`src/rtl/s38584_sel_scan_seq.sv`:
```
// s38584_sel_scan_seq
//   Upstream sequencer for the g5462/g5467 next-state cone. Walks a select
//   code across a tap vector and XOR-accumulates the armed tap bits into a
//   parity result. It keeps a two-deep history of results.
// Ports
//   CK    in   clock, rising edge
//   RST   in   asynchronous active-high reset
//   g35   in   global enable; low freezes every register
//   start in   request a scan (accepted only in IDLE)
//   abort in   return to IDLE from SCAN/DONE; q0/q1 are kept
//   arm   in   qualifies each tap bit
//   tap   in   tap bits, sampled live on each scan edge
//   sel   out  current select code
//   busy  out  state is SCAN
//   done  out  state is DONE (one enabled cycle)
//   q0    out  latest parity result (g5462 side)
//   q1    out  previous q0 (g5467 side)
module s38584_sel_scan_seq #(
   parameter int unsigned TAPS  = 16,
   parameter int unsigned SEL_W = 4
) (
   input  logic             CK,
   input  logic             RST,
   input  logic             g35,
   input  logic             start,
   input  logic             abort,
   input  logic             arm,
   input  logic [TAPS-1:0]  tap,
   output logic [SEL_W-1:0] sel,
   output logic             busy,
   output logic             done,
   output logic             q0,
   output logic             q1
);

   typedef enum logic [1:0] {StIdle, StScan, StDone} state_t;

   localparam logic [SEL_W-1:0] SelLast = SEL_W'(TAPS - 1);

   state_t           state_q, state_d;
   logic [SEL_W-1:0] sel_q, sel_d;
   logic             par_q, par_d;
   logic             q0_q, q0_d;
   logic             q1_q, q1_d;
   logic             tap_bit;

   assign tap_bit = tap[sel_q] & arm;

   always_comb begin
      state_d = state_q;
      sel_d   = sel_q;
      par_d   = par_q;
      q0_d    = q0_q;
      q1_d    = q1_q;
      unique case (state_q)
         StIdle: begin
            // abort in IDLE blocks start on the same edge.
            if (start && !abort) begin
               state_d = StScan;
               sel_d   = '0;
               par_d   = 1'b0;
            end
         end
         StScan: begin
            if (abort) begin
               state_d = StIdle;
               sel_d   = '0;
               par_d   = 1'b0;
            end else begin
               par_d = par_q ^ tap_bit;
               if (sel_q == SelLast) begin
                  state_d = StDone;
                  sel_d   = '0;
                  q0_d    = par_q ^ tap_bit;
                  q1_d    = q0_q;
               end else begin
                  sel_d = sel_q + SEL_W'(1);
               end
            end
         end
         StDone: begin
            state_d = StIdle;
            if (abort) begin
               sel_d = '0;
               par_d = 1'b0;
            end
         end
         default: begin
            state_d = StIdle;
            sel_d   = '0;
            par_d   = 1'b0;
         end
      endcase
   end

   always_ff @(posedge CK or posedge RST) begin
      if (RST) begin
         state_q <= StIdle;
         sel_q   <= '0;
         par_q   <= 1'b0;
         q0_q    <= 1'b0;
         q1_q    <= 1'b0;
      end else if (g35) begin
         state_q <= state_d;
         sel_q   <= sel_d;
         par_q   <= par_d;
         q0_q    <= q0_d;
         q1_q    <= q1_d;
      end
   end

   assign sel  = sel_q;
   assign busy = (state_q == StScan);
   assign done = (state_q == StDone);
   assign q0   = q0_q;
   assign q1   = q1_q;

endmodule
```
`config.mk`:
```
export PLATFORM = sky130hd
export DESIGN_NAME = s38584_sel_scan_seq
export DESIGN_NICKNAME = d
export VERILOG_FILES = /design/src/rtl/s38584_sel_scan_seq.sv
export SDC_FILE = /design/constraint.sdc
export NUM_CORES = 1
export LEC_CHECK = 0
export ABC_AREA = 1
export BUFFER_PORTS_ARGS = -buffer_cell sky130_fd_sc_hd__buf_2
export CORE_MARGIN = 2
export CORE_UTILIZATION = 46
export CTS_BUF_LIST = sky130_fd_sc_hd__clkbuf_8 sky130_fd_sc_hd__clkbuf_16
export DETAILED_ROUTE_END_ITERATION = 10
export HOLD_SLACK_MARGIN = 0.03
export PLACE_DENSITY = 0.77
export RECOVER_POWER = 50
export SLEW_MARGIN = 20
export SYNTH_ARGS = -nofsm -noshare
export SYNTH_HDL_FRONTEND = slang
export SYNTH_SLANG_ARGS = --single-unit
export TNS_END_PERCENT = 100
```
`constraint.sdc`:
```
create_clock -name CK -period 1.76 [get_ports CK]
set_input_delay 0.352 -clock CK [delete_from_list [all_inputs] [get_ports CK]]
set_output_delay 0.352 -clock CK [all_outputs]
set_load 0.02 [all_outputs]
```
Yosys cells after proc, flatten, opt, wreduce, memory -nomap -nowiden
Cells that the tools add are included. Widths: inputs -> output; s select.

Register bits: 9. Bits of input ports: 22. Output and inout bits: 8. Word-level logic and storage cells: 37.

$add $sub $neg: 1. Magnitude comparators: 1. Equal/unequal tests: 6. Mux-type cells: 15. Bitwise logic cells: 3. Reductions and logical operators: 6.

Operators by type and width (number): $mux 4 (4); $pmux 4 s3 (1); $mux 2 (3); $reduce_and 3->1 (2); $lt 4x5->1 const B (1); $add 4x1->4 const B (1); $bmux 1 s4 (1); $eq 4x4->1 const B (1); $mux 1 (4); $ne 2x2->1 const B (2); $pmux 2 s2 (1); $reduce_and 4->1 (1); $ne 3x2->1 const B (1); $pmux 1 s3 (1); $eq 2x1->1 const B (1); $eq 2x2->1 const B (1); $logic_not 2->1 (1); $and 1x1->1 (1); $logic_and 1x1->1 (1); $logic_not 1->1 (1); $not 1->1 (1); $xor 1x1->1 (1).

Depth between registers and ports, before layout
Word-level depth: 6. Mapped depth: 11. Mapped depth without buffers: 11.

Least setup slack after synthesis
OpenSTA, ideal clock, no wires.

Path type: register -> register. From: reg sel_q[1] (netlist: sel[1]). To: reg q0_q (netlist: q0). Library setup time: 0.117 ns. Data arrival time: 1.335 ns. Data required time: 1.643 ns. Path slack: 0.307 ns. Stages on the path, launching flop included: 9. Buffers on the path: 0. Period minus slack after synthesis: 1.453 ns. Path through: dfrtp_1 ha_1 inv_1 nor3_4 o21ai_4 nor2_2 inv_1 nand2_1 nand2_1.

Longest elaborated chain between the ends: 4. Elaborated cells between the ends (all ways): 6. Classes of those cells: 1 x eq/ne; 2 x mux; 2 x bitwise; 1 x reduce/logical.

RTL lines: start: declaration (line 41) `logic [SEL_W-1:0] sel_q, sel_d;`; start signal: assignment (line 105) `sel_q <= sel_d;`; $bmux 1 s4 (line 47) `assign tap_bit = tap[sel_q] & arm;`; $mux 1 (implied by the code) (line 47); $and 1x1->1 (line 47); $xor 1x1->1 (line 74) `q0_d = par_q ^ tap_bit;`; end signal: assignment (line 107) `q0_q <= q0_d;`; end: declaration (line 43) `logic q0_q, q0_d;`.

Parallel ways exist; a longest one is shown, timed or not. The select of a mux whose other input is x is not followed. A chain may end at the register's enable or synchronous reset.

Worst setup path in the final report
Ends and elaborated chain as after synthesis.

==> impl_metrics.ini <==
[run_status]
outcome = finished, final reports clean

[yosys]
synthTopCellsByArea = dfrtp_1, nand2_1, nand3_1
ys_types = 19
syn_inst = 111
ys_seq_elements = 9
synth.largest_area_cell = dfrtp_1
synth_fp_nets = 134
synth_area_um2 = 714.4
synth_top_area_frac = 0.3152
yosysWarnings = 0
avgSynthCellArea_um2 = 6.436
ys_seq_area_frac = 0.3152

[grt]
antenna_found_initial = 0
gr-usage-all-layers = 0.2021
grt_pass1_wl_um = 2801
grt_max_degree = 10
grt_pass1_vias = 656
grt.overflow.total = 0

[layout]
nets = 168
regArea_um2 = 225.2
final_cell_count_no_fill = 160
multiInputGateArea_um2 = 380.4
drive_gt1_frac = 0.3125
nFillCells = 146
diodes = 0
areaGrowthSynthToFinish_pct = 28.72

[cts]
cts_tree = built
clock_path_buffers = 2
cts_setup_buffers = 0
cts_max_level = 1
hold_buffers = 0
cts_resized = 0
clk_pin_slew_ns = 0.05
root_buffer = clkbuf_8
cts_sinks = 9
clkLatencyLatePin_ns = 0.24
cts_made_buffers = 3

[sta]
tns_ns = 0
min_period_over_period = 0.8497
period_needed_ns = 1.496
relSlewSlack = 0.7528
finalSetupViolCount = 0
tightest_slew_ns = 0.3704
max_freq_ghz = 0.6686
report.final.slew_viol_count = 0
clock_skew_ns = 0.0003337
grt_setup_unrepaired = no
hold_violations = 0

[place]
place_inst = 156
place_congestion = 0.8103
io_buffers = 29
dpl.hpwl_um = 1342

[power]
max-vdd-ir-drop_v = 0.0006467
power.leakage_nw = 0.5513
p_per_area_nw_per_um2 = 1196

[setup_path]
cp-start-kind = register
crit_buf_inv = 2
cp_slowest_cell = dfrtp_1
crit_fanout = 8
path_cells = ha_1 > inv_1 > nor3_4 > o21ai_4 > nor2_2 > inv_1 > nand2_1 > nand2_1
crit_family = flip-flops
slowest_delay_ns = 0.46
crit_type = register to register
critPathArrivalTime_ns = 1.62
critPathRequiredTime_ns = 1.89
endpoint_kind = register

[drt]
wl_per_cell_um = 10.48
drtIter0Drc = 7
drc = 0
first_pass_iters = 3
routed_wl_um = 1677
num_vias = 768
vias_per_cell = 4.800
antenna_left = 0

[floorplanning]
start_util = 0.4798
die_w_um = 43.41
core_um2 = 1489
rows = 14
io-pin-count = 30
dieArea_um2 = 1884
die_h_um = 43.41

[min_path]
min_path_type = primary input to async pin

[flow_run]
drv_cap = 0
==> stage by stage <==
step                hold WS (ns)  worst slack, ns  cell area, um^2  utilization  total power, mW
detailed placement        0.3447           0.2995            879.6       0.5908           0.8642
floorplan                 0.1799           0.3072            714.4            -           0.7173
global route              0.1154           0.1401            919.6       0.6176            1.187
finish                   0.07484           0.2644            919.6       0.6176            1.100
global placement          0.3310           0.3699            879.6       0.5908           0.8560
CTS                      0.08781           0.2861            924.6       0.6210            1.111
==> where the power goes <==
part,total (mW),switching [mW],leakage [nW],internal (mW)
sequential,0.328,0.0615,0.121,0.267
combinational,0.529,0.350,0.403,0.179
clock,0.243,0.0901,0.0269,0.153
==> cell usage after synthesis (all sizes together) <==
library cell and number:
a211oi 1, a21oi 3, buf 1, dfrtp 9, ha 1, inv 27, nand2 36, nand3 17
nor2 7, nor3 3, o21ai 6
==> logic make-up after synthesis <==
family,Yosys count,share of synthesized area
and+or+nand+nor,63,0.4133
buffers and inverters,28,0.1524
AOI/OAI and AO/OA,10,0.1016
DFF,9,0.3152
adders and majority gates,1,0.01751
==> cells in the final DEF, fill, tap and decap left out, types with 2 or more instances in the layout <==
cell type	n
inv_1	21
nand3_1	17
clkbuf_8	3
dfrtp_1	9
a21oi_1	2
inv_2	7
nor3_1	2
nand2_2	2
nor2_1	4
o21ai_0	4
clkbuf_1	4
nand2_1	34
buf_2	25
nor2_4	2
==> registers in the layout (all words and copies together), names as in the netlist <==
signal,flops
sel,4
q1,1
par_q,1
state_q,2
q0,1
==> metal layers <==
metal / wire length [um] / vias to the layer above / global-route usage
met3: 88 / 3 / 0.02917
li1: - / 408 / -
met5: 0 / - / 0
met1: 731 / 336 / 0.2381
met4: 31 / 0 / 0.1091
met2: 826 / 21 / 0.3522
==> area by class of cell <==
class,instances,share of cell area
clock buffers,3,0.04490
repair buffers,30,0.1605
flip-flops and latches,9,0.2449
inverters,27,0.1102
multi-input cells,74,0.4136
well taps,16,0.02177
clock inverters,1,0.004082
==> worst paths after layout <==
check                           slack, ns  cells after the start  startpoint         end
worst max-delay path                 0.26                      8      sel[1]          q0
worst min-delay path                 0.07                      2         RST  state_q[1]
worst max register to register       0.26                      8      sel[1]          q0
worst min register to register       0.50                      2          q1          q1
max in group asynchronous            1.42                      2         RST      sel[3]
min in group CK                      0.47                      4       abort      sel[3]
Note: power is estimated with default switching activity, not from simulation.
